[src/rtl/jam_pkg.sv]
// jam_pkg: shared widths, FSM state type and LFSR default seed for the JAM cost table.
// Optional feature macro: JAM_COST_LFSR_EN (adds the S_GEN state for LFSR table fill).
package jam_pkg;

  localparam int unsigned COST_W = 7;
  localparam int unsigned IDX_W  = 3;
  localparam int unsigned N_ENT  = 64;
  localparam int unsigned SUM_W  = 13;
  localparam int unsigned ADDR_W = 2 * IDX_W;

  localparam logic [15:0] LFSR_DEF_SEED = 16'hACE1;

`ifdef JAM_COST_LFSR_EN
  typedef enum logic [1:0] {S_LOAD, S_SERVE, S_GEN} state_e;
`else
  typedef enum logic [1:0] {S_LOAD, S_SERVE} state_e;
`endif

endpackage

[src/rtl/jam_lfsr16.sv]
// jam_lfsr16: 16-bit Fibonacci LFSR, taps x^16+x^14+x^13+x^11+1 (right-shifting form).
// Ports:
//   CLK, RST   clock, asynchronous active-high reset (state returns to LFSR_DEF_SEED)
//   load       load seed this cycle (a zero seed is replaced by LFSR_DEF_SEED); wins over step
//   seed[15:0] seed value
//   step       advance one position
//   state[15:0] current LFSR state
module jam_lfsr16
  import jam_pkg::*;
(
  input  logic        CLK,
  input  logic        RST,
  input  logic        load,
  input  logic [15:0] seed,
  input  logic        step,
  output logic [15:0] state
);

  logic [15:0] state_q;
  logic        fb;

  assign fb    = state_q[0] ^ state_q[2] ^ state_q[3] ^ state_q[5];
  assign state = state_q;

  always_ff @(posedge CLK or posedge RST) begin
    if (RST) begin
      state_q <= LFSR_DEF_SEED;
    end else if (load) begin
      // An all-zero state would lock up the LFSR.
      state_q <= (seed == 16'd0) ? LFSR_DEF_SEED : seed;
    end else if (step) begin
      state_q <= {fb, state_q[15:1]};
    end
  end

endmodule

[src/rtl/jam_cost_rom.sv]
// jam_cost_rom: 8x8 worker/job cost table for the JAM engine.
// Loaded row-major ({W,J}) through a valid/ready stream, then answers W/J lookups with a
// registered Cost one cycle later.
// Ports:
//   CLK, RST         clock, asynchronous active-high reset
//   W, J             lookup indices from the engine
//   Cost             registered tbl[{W,J}], 0 outside S_SERVE
//   ld_valid/ld_data load beat stream; ld_ready high while in S_LOAD
//   ld_start         restart loading at entry 0 (highest priority)
//   tbl_ready        all 64 entries loaded, lookups valid
//   ld_sum           running sum of entries loaded since the last start
//   gen_start, seed  (JAM_COST_LFSR_EN only) fill the table from a 16-bit LFSR
module jam_cost_rom
  import jam_pkg::*;
(
  input  logic              CLK,
  input  logic              RST,
  input  logic [IDX_W-1:0]  W,
  input  logic [IDX_W-1:0]  J,
  output logic [COST_W-1:0] Cost,
  input  logic              ld_valid,
  input  logic [COST_W-1:0] ld_data,
  output logic              ld_ready,
  input  logic              ld_start,
  output logic              tbl_ready,
`ifdef JAM_COST_LFSR_EN
  input  logic              gen_start,
  input  logic [15:0]       seed,
`endif
  output logic [SUM_W-1:0]  ld_sum
);

  localparam logic [ADDR_W-1:0] LastEnt = ADDR_W'(N_ENT - 1);

  state_e              state_q, state_d;
  logic [ADDR_W-1:0]   cnt_q, cnt_d;
  logic [SUM_W-1:0]    sum_q, sum_d;
  logic [COST_W-1:0]   cost_q, cost_d;
  logic [COST_W-1:0]   tbl_q [N_ENT];
  logic                wr_en;
  logic [COST_W-1:0]   wr_data;

`ifdef JAM_COST_LFSR_EN
  logic        lfsr_load;
  logic        lfsr_step;
  logic [15:0] lfsr_state;
  logic        unused_lfsr_hi;

  assign unused_lfsr_hi = ^lfsr_state[15:COST_W];

  jam_lfsr16 u_lfsr (
    .CLK   (CLK),
    .RST   (RST),
    .load  (lfsr_load),
    .seed  (seed),
    .step  (lfsr_step),
    .state (lfsr_state)
  );
`endif

  always_comb begin
    state_d = state_q;
    cnt_d   = cnt_q;
    sum_d   = sum_q;
    cost_d  = '0;
    wr_en   = 1'b0;
    wr_data = ld_data;
`ifdef JAM_COST_LFSR_EN
    lfsr_load = 1'b0;
    lfsr_step = 1'b0;
`endif

    unique case (state_q)
      S_LOAD: begin
        if (ld_valid) begin
          wr_en = 1'b1;
          sum_d = sum_q + SUM_W'(ld_data);
          cnt_d = cnt_q + 1'b1;
          if (cnt_q == LastEnt) state_d = S_SERVE;
        end
      end
      S_SERVE: begin
        cost_d = tbl_q[{W, J}];
      end
`ifdef JAM_COST_LFSR_EN
      S_GEN: begin
        wr_en     = 1'b1;
        wr_data   = lfsr_state[COST_W-1:0];
        lfsr_step = 1'b1;
        sum_d     = sum_q + SUM_W'(lfsr_state[COST_W-1:0]);
        cnt_d     = cnt_q + 1'b1;
        if (cnt_q == LastEnt) state_d = S_SERVE;
      end
`endif
      default: state_d = S_LOAD;
    endcase

`ifdef JAM_COST_LFSR_EN
    if (gen_start) begin
      state_d   = S_GEN;
      cnt_d     = '0;
      sum_d     = '0;
      cost_d    = '0;
      wr_en     = 1'b0;
      lfsr_load = 1'b1;
      lfsr_step = 1'b0;
    end
`endif

    // ld_start overrides everything, including a beat or gen_start in the same cycle.
    if (ld_start) begin
      state_d = S_LOAD;
      cnt_d   = '0;
      sum_d   = '0;
      cost_d  = '0;
      wr_en   = 1'b0;
`ifdef JAM_COST_LFSR_EN
      lfsr_load = 1'b0;
      lfsr_step = 1'b0;
`endif
    end
  end

  always_ff @(posedge CLK or posedge RST) begin
    if (RST) begin
      state_q <= S_LOAD;
      cnt_q   <= '0;
      sum_q   <= '0;
      cost_q  <= '0;
    end else begin
      state_q <= state_d;
      cnt_q   <= cnt_d;
      sum_q   <= sum_d;
      cost_q  <= cost_d;
    end
  end

  // Table contents are deliberately not reset; Cost is forced to 0 until a full load completes.
  always_ff @(posedge CLK) begin
    if (wr_en) tbl_q[cnt_q] <= wr_data;
  end

  assign Cost      = cost_q;
  assign ld_ready  = (state_q == S_LOAD);
  assign tbl_ready = (state_q == S_SERVE);
  assign ld_sum    = sum_q;

endmodule

[config.mk]
export PLATFORM = sky130hd
export DESIGN_NAME = jam_cost_rom
export DESIGN_NICKNAME = d
export VERILOG_FILES = /design/src/rtl/jam_pkg.sv /design/src/rtl/jam_lfsr16.sv /design/src/rtl/jam_cost_rom.sv
export SDC_FILE = /design/constraint.sdc
export NUM_CORES = 1
export LEC_CHECK = 0
export BUFFER_PORTS_ARGS = -buffer_cell sky130_fd_sc_hd__buf_2
export CAP_MARGIN = 40
export CELL_PAD_IN_SITES_DETAIL_PLACEMENT = 1
export CELL_PAD_IN_SITES_GLOBAL_PLACEMENT = 1
export CORE_MARGIN = 2
export CORE_UTILIZATION = 45
export DETAILED_ROUTE_END_ITERATION = 10
export PLACE_DENSITY_LB_ADDON = 0.1
export SKIP_LAST_GASP = 1
export SLEW_MARGIN = 0
export SYNTH_ARGS = -nofsm -noshare
export SYNTH_HDL_FRONTEND = slang
export SYNTH_SLANG_ARGS = --single-unit
[constraint.sdc]
create_clock -name CLK -period 2.8 [get_ports CLK]
set_clock_uncertainty 0.15 [all_clocks]
set_input_delay 0.14 -clock CLK [delete_from_list [all_inputs] [get_ports CLK]]
set_output_delay 0.14 -clock CLK [all_outputs]
set_load 0.01 [all_outputs]
After elaboration in Yosys (flattened, before gate mapping):

Memories as Yosys holds them, arrays and structs flattened.
Index checks and enable logic that the tools add are counted.

* input bits: 17
* logic and storage cells: 34
* flip-flop bits (word level): 28
* memories kept: 1
* latch bits: 0
* ROM bits: 0
* output and inout bits: 22
* memory bits (writable): 448

* div/mod/pow operators: 0
* magnitude comparators: 0
* multiplexer cells: 17
* $mul: 0
* add/sub/neg operators: 2
* bitwise logic cells: 0
* shift operators: 0
* reduce and logical (&&, ||, !) cells: 5
* eq/ne operators: 5

Memories
* tbl_q: words 64, bits a word 7, rd ports 1, clocked after Yosys merged registers in 0, wr ports 1, RTL line jam_cost_rom.sv:39 `logic [COST_W-1:0] tbl_q [N_ENT];`

Operators by type and width (count)
* $mux 13: 3
* $mux 6: 3
* $mux 7: 2
* $add 13x7->13: 1
* $add 6x1->6 const B: 1
* $eq 6x6->1 const B: 1
* $mux 2: 3
* $mux 1: 5
* $pmux 2 s2: 1
* $reduce_bool 2->1: 2
* $ne 3x1->1 const B: 1
* $ne 3x2->1 const B: 1
* $reduce_and 3->1: 1
* $eq 2x1->1 const B: 1
* $logic_not 2->1: 1
* $ne 2x2->1 const B: 1
* $reduce_and 2->1: 1

Logic depth before layout (Yosys ltp):

Gate-level depths: netlist of the first run.

* word-level depth: 5
* depth in mapped cells: 9
* mapped depth without buffers: 8

Worst setup path before layout of the first run:

Ideal clock, no wire load.

* kind: reg2reg
* from: reg sum_q[0] (netlist: ld_sum[0])
* to: reg sum_q[10] (netlist: ld_sum[10])
* setup time: 0.125 ns
* clock period less this slack: 2.200 ns
* setup slack: 0.600 ns
* stages on the path, launching flop included: 9
* data required time: 2.525 ns
* path buffers: 0
* data arrival time: 1.926 ns
* path through: dfrtp_1 ha_1 inv_1 fa_1 nor2b_1 o21a_1 o21ai_1 a211oi_1 mux2_2

* word-level cells in the longest chain between the ends: 4

Ends and longest elaborated chain
* from (decl): RTL line jam_cost_rom.sv:37 `logic [SUM_W-1:0] sum_q, sum_d;`
* from (signal assigned): RTL line jam_cost_rom.sv:133 `sum_q <= sum_d;`
* $add 13x7->13: RTL line jam_cost_rom.sv:77 `sum_d = sum_q + SUM_W'(ld_data);`
* $mux 13: RTL line jam_cost_rom.sv:75 `if (ld_valid) begin`
* $mux 13: RTL line jam_cost_rom.sv:73 `unique case (state_q)`
* $mux 13: RTL line jam_cost_rom.sv:111 `if (ld_start) begin`

No other way between the ends. The select of a mux whose other input is x is not followed.
A chain may end at the register's enable or synchronous reset.

Worst setup path after layout of the first run:

* from: in ld_data[0]
* to: reg sum_q[10] (netlist: ld_sum[10])

* word-level cells in the longest chain between the ends: 4

Ends and longest elaborated chain
* from (decl): RTL line jam_cost_rom.sv:22 `input logic [COST_W-1:0] ld_data,`
* $add 13x7->13: RTL line jam_cost_rom.sv:77
* $mux 13: RTL line jam_cost_rom.sv:75
* $mux 13: RTL line jam_cost_rom.sv:73
* $mux 13: RTL line jam_cost_rom.sv:111

No other way between the ends. The select of a mux whose other input is x is not followed.

==> flow_metrics.tcl, run 1 <==
set metrics [dict create \
    outcome "completed" \
    drc 0 \
    port_buffers 38 \
    rsz0062_at_grt "no" \
    slowest_stage "dlygate4sd3_1" \
    grt_pass1_vias 10500 \
    grt_start_max_net_pins 65 \
    grt_antenna_before_repair 0 \
    postRouteAntennaNets 0 \
    ff2ff_setup_slack_ps 330 \
    wire_per_inst_um 28.1 \
    ctsResizeCount 0 \
    p_int_mw 11.7 \
    worstHoldPathType "in -> async" \
    synth_nets 1022 \
    max_freq_ghz 0.396 \
    setup_viol 0 \
    dieArea_mm2 0.0439 \
    start_util_pct 45.5 \
    synth_async_sr_flop_share_pct 5.68 \
    die_y_um 209 \
    grt_pass1_wl_um 72000 \
    nets 1177 \
    power.share.switching_pct 21.3 \
    fin_crit_ps 2520 \
    core_mm2 0.0418 \
    ys_warn_count 0 \
    htree_levels 2 \
    drv_cap 0 \
    clk_pin_slew_worst_paths_ps 60 \
    instances_no_fill 1730 \
    cts.sinks 475 \
    final_cell_mix "edfxtp_1 (448), buf_4 (105), mux4_2 (98), nor2_1 (90), clkbuf_16 (49)" \
    cts_buffers 48 \
    clkPwrFrac_pct 42.0 \
    cellPowerDensity_mw_per_mm2 675 \
    viasPerCell 5.79 \
    r2r_start "cnt_q[2]$_DFFE_PP0P_" \
    drive_above_1_share_pct 29.2 \
    synthFlopType "edfxtp_1" \
    drtIter0Drc 672 \
    drt_wl_total_um 48500 \
    final_common_cell "edfxtp_1" \
    grtUsageTotal_pct 22.9 \
    synth_edf_count 448 \
    slowest_delay_ps 520 \
    worst_ep_arrival_time_ps 2830 \
    maxSlewHeadroom_pct 48.2 \
    p_switching_mw 3.18 \
    path_max_fanout 15 \
    final_util_pct 52.8 \
    routabilityCongestion 0.806 \
    ir_drop_uv 479 \
    worst-setup-path-type "in -> reg" \
    cts_buffer_depth 3 \
    dp_hpwl_um 31600 \
    synth_seq_area_share_pct 74.4 \
    critical_path_depth 10 \
    crit_buf_inv 3 \
    synthToLayoutAreaGrowth_pct 16.0 \
    end_kind "flip-flop" \
    syn_area_per_cell_um2 19.1 \
    drtPass1Iterations 5 \
    worst_slew_pin_slew_ps 778 \
    leakage_nw 7.31 \
    dp_cells 1630 \
    root_buffer "clkbuf_16" \
    required_ps 3110 \
    ff2ff_path_depth 4 \
    die_w_um 209 \
    fin_setup_tns_ps 0 \
    crit_path_start_kind "primary input" \
    stdcell_area_mm2 0.0220 \
    ys_ff_latch 475 \
    path_delay_family "buffers and inverters" \
    path_cells "dlygate4sd3_1 > buf_2 > ha_1 > inv_1 > fa_1 > nor2b_1 > o21a_1 > o21ai_1 > a211oi_1 > mux2_2" \
    clk-insertion-delay-late_ps 580 \
    seqPwrFrac_pct 52.5 \
    place_area_mm2 0.0204 \
    cts_tree "built" \
    crit_start "ld_data[0]" \
    p_comb_share_pct 5.4 \
    ys_types 51 \
    timing.rr.end "tbl_q[7][5]$_DFFE_PP_" \
    hold_viol 0 \
    globalRouteOverflowTotal 0 \
    slew_violations 0 \
    period_share_pct 90.1 \
    crit_path_end "ld_sum[10]$_DFFE_PP0P_" \
    syn_area_mm2 0.0190 \
    vias 10000 \
    syn_inst 996 \
    io-pin-count 39 \
    fp-row-count 75 \
]
==> tightest hold or removal path, cell delays in order <==
cell and delay (ps):
dlygate4sd3_1 530, buf_2 110, inv_1 460
==> cells in the mapped netlist, types with 7 or more instances <==
master | n | share of area (%)
edfxtp_1 | 448 | 71
mux4_2 | 98 | 12
nor2_1 | 90 | 1.8
mux2_2 | 30 | 1.8
nand2_1 | 30 | 0.59
o22ai_1 | 28 | 0.92
dfrtp_1 | 27 | 3.6
clkbuf_1 | 21 | 0.42
nor2b_1 | 21 | 0.69
nand3_1 | 15 | 0.40
a22oi_1 | 13 | 0.51
nand2b_1 | 12 | 0.40
nor3_1 | 12 | 0.32
a211oi_1 | 11 | 0.43
a21oi_1 | 11 | 0.29
or3_1 | 11 | 0.36
buf_6 | 10 | 0.59
buf_2 | 9 | 0.24
ha_1 | 8 | 0.53
o221ai_1 | 8 | 0.37
inv_1 | 7 | 0.14
o31ai_1 | 7 | 0.28
==> flip-flops by register name, summed over array words and instances (netlist names) <==
register,flops
state_q,1
Cost,7
cnt_q,6
tbl_q,448
ld_sum,13
==> metal layers <==
metal | up-vias | part of all wire, % | global-route usage [%]
met5 | - | 0 | 0
met4 | 0 | 2.6 | 6.87
met3 | 82 | 5.3 | 4.55
met2 | 272 | 49 | 37.2
met1 | 5309 | 43 | 31.6
li1 | 4361 | - | -
==> power by group through the flow <==
| stage | combinational [mW] | clock (mW) | sequential [mW] |
|---|---|---|---|
| final | 0.806 | 6.25 | 7.81 |
| after detailed placement | 0.807 | 0 | 7.96 |
| after global placement | 0.795 | 0 | 7.96 |
| after floorplan | 0.453 | 0 | 7.96 |
| after global routing | 0.873 | 6.59 | 7.81 |
| after CTS | 0.821 | 6.37 | 7.81 |
==> final cells by class <==
class	count	area, um2
diodes	1	2.50
clock buffers	60	1280
clock inverters	29	239
fillers	3765	19700
inverters	7	26.3
multi-input cells	462	4500
flip-flops and latches	475	14100
well taps	539	674
repair buffers	157	1190
==> metrics by stage <==
stage	setup slack [ps]	power, mW	hold WS (ps)
final	277	14.9	37.5
after floorplan	600	8.42	42.7
after detailed placement	173	8.77	109
after global routing	78.1	15.3	86.4
after CTS	258	15.0	38.1
after global placement	159	8.76	106
==> worst min-delay path by stage <==
stage,cells after the start,from,to
after detailed placement,2,RST,cnt_q[1]$_DFFE_PP0P_
after global placement,2,RST,cnt_q[1]$_DFFE_PP0P_
after global routing,3,RST,ld_sum[12]$_DFFE_PP0P_
after floorplan,1,RST,Cost[0]$_DFF_PP0_
after CTS,3,RST,ld_sum[12]$_DFFE_PP0P_
final,3,RST,ld_sum[12]$_DFFE_PP0P_
==> cells by family after synthesis <==
family | after synthesis | share of synthesized area, %
compound gates | 103 | 3.82
xor+xnor | 9 | 0.415
fa+ha+maj | 9 | 0.633
buf+inv | 59 | 1.91
flops | 475 | 74.4
mux | 130 | 13.5
simple gates | 211 | 5.31
==> repair_timing <==
item,CTS,global route
setup buffers,0,0
endpoints found under the hold margin,51,0
hold buffers,9,0
No activity file was read; power rests on OpenSTA's default activity.
==> run 2, diff against run 1 <==
Settings changed: CORE_UTILIZATION 45 to 44.
==> run 2 against run 1 <==
Net effect: first-iteration DRC count increased by 20%; via count is 0.50% lower; critical path depth fell by 5; sequential power barely moved; final area up 0.41%; total power rose by 0.73%; die area is 2.2% higher; wire length is 3.7% higher; clock power is 1% higher; hold slack lost 20 ps.
==> flow_metrics.tcl, run 2 (same netlist as run 1, synthesis figures left out) <==
set metrics [dict create \
    ff2ff_setup_slack_ps 320 \
    path_max_fanout 7 \
    routed.top_layer "met4" \
    synthToLayoutAreaGrowth_pct 16.5 \
    clk_pin_slew_worst_paths_ps 60 \
    outcome "completed" \
    path_cells "nand2b_1 > nor3_1 > nand2_1 > nor2_1 > buf_4" \
    leakage_nw 7.35 \
    cts_buffers 50 \
    dp_hpwl_um 33600 \
    holdBufCountCts 8 \
    ir_drop_uv 668 \
    final_cell_mix "edfxtp_1 (448), buf_4 (106), mux4_2 (98), nor2_1 (90), clkbuf_16 (53)" \
    fp-row-count 76 \
    diodes 0 \
    crit_buf_inv 1 \
    wire_per_inst_um 28.9 \
    wl_met3_um 3020 \
    cts_buffer_depth 3 \
    rsz0062_at_grt "no" \
    critical_path_depth 5 \
    postRouteAntennaNets 0 \
    routabilityCongestion 0.808 \
    worst-setup-path-type "reg -> reg" \
    setup_viol 0 \
    drive_above_1_share_pct 29.4 \
    drt-met1-wl_um 21400 \
    fin_setup_tns_ps 0 \
    grt_start_max_net_pins 65 \
    io-pin-count 39 \
    ctsResizeCount 0 \
    nets 1181 \
    crit_start "state_q[0]$_DFFE_PP0P_" \
    maxSlewHeadroom_pct 44.7 \
    fin_crit_ps 2480 \
    drtPass1Iterations 5 \
    root_buffer "clkbuf_16" \
    grt_pass1_vias 10600 \
    cellPowerDensity_mw_per_mm2 677 \
    htree_levels 2 \
    timing.rr.end "tbl_q[16][3]$_DFFE_PP_" \
    worst_slew_pin_slew_ps 830 \
    largest_register_ffs 448 \
    cts_tree "built" \
    drtIter0Drc 804 \
    grt_antenna_before_repair 1 \
    hold_viol 0 \
    vias 9974 \
    final_common_cell "edfxtp_1" \
    worstHoldPathType "in -> reg" \
    port_buffers 38 \
    ff2ff_path_depth 5 \
    core_mm2 0.0428 \
    wl_met2_um 24700 \
    worst_ep_arrival_time_ps 2640 \
    crit_path_end "tbl_q[16][3]$_DFFE_PP_" \
    clk-insertion-delay-late_ps 590 \
    drc 0 \
    viasPerCell 5.74 \
    regMostFlops "tbl_q" \
    slowest_delay_ps 480 \
    period_share_pct 88.7 \
    end_kind "flip-flop" \
    drt_wl_total_um 50300 \
    dieArea_mm2 0.0448 \
    grtUsageTotal_pct 23.4 \
    drv_cap 0 \
    crit_path_start_kind "flip-flop" \
    grt_pass1_wl_um 73600 \
    die_y_um 212 \
    max_freq_ghz 0.402 \
    r2r_start "state_q[0]$_DFFE_PP0P_" \
    cts.sinks 475 \
    slowest_stage "nand2_1" \
    path_delay_family "simple AND/OR/NAND/NOR gates" \
    die_w_um 212 \
    required_ps 2950 \
    globalRouteOverflowTotal 0 \
    power_mw 15.0 \
    hp-start "ld_data[5]" \
    post_cts_buffers 0 \
    start_util_pct 44.4 \
    slew_violations 0 \
]
## run 2: changes by cell type in the layout (fill, tap and decap cells not counted), sizes merged
cell | before | now
inv | 9 | 7
diode | 1 | 0
buf | 148 | 151
dlygate4sd3 | 9 | 8
clkbuf | 60 | 65
bufinv | 4 | 2
## run 2: report_power, final
group          total, mW  internal, mW  leakage (nW)  switching, mW
registers           7.82          7.80          4.40         0.0228
logic              0.830         0.314          2.18          0.516
clock network       6.34          3.67         0.772           2.67
total               15.0          11.8          7.35           3.21
## run 2: layer usage
metal / up-vias / global-route usage (%)
li1: 4353 / -
met1: 5251 / 32.1
met2: 303 / 38.2
met3: 67 / 4.73
met4: 0 / 6.46
met5: - / 0
## run 2: worst min-delay path by stage
stage,to,slack (ps),cells after the start
floorplan,Cost[0]$_DFF_PP0_,40,1
detailed placement,state_q[0]$_DFFE_PP0P_,110,3
global route,ld_sum[5]$_DFFE_PP0P_,70,5
finish,ld_sum[5]$_DFFE_PP0P_,20,5
global placement,state_q[0]$_DFFE_PP0P_,100,3
CTS,state_q[0]$_DFFE_PP0P_,20,4
## run 2: through the flow
step / util (%) / setup WS, ps / instances / hold WS (ps) / cell area, um2
finish: 51.7 / 315 / 1739 / 17.1 / 22100
CTS: 51.7 / 350 / 1739 / 17.4 / 22100
detailed placement: 47.9 / 305 / 1641 / 111 / 20500
global route: 51.7 / 167 / 1739 / 70.6 / 22100
global placement: 47.9 / 350 / 1641 / 104 / 20500
floorplan: - / 600 / 996 / 42.7 / 19000
## run 2: layout make-up
class | count | area, um2
Sequential cell | 475 | 14100
Clock buffer | 65 | 1390
Inverter | 7 | 26.3
Tap cell | 546 | 683
Clock inverter | 25 | 173
Fill cell | 3904 | 20700
Timing Repair Buffer | 159 | 1230
Multi-Input combinational cell | 462 | 4500
## run 2: worst min-delay path, delay by kind of cell
family,cells,cell delay (ps)
AND/OR/NAND/NOR,1,80
adder cells (fa/ha/maj),1,200
buffers and inverters,1,130
AO/OA/AOI/OAI,2,160
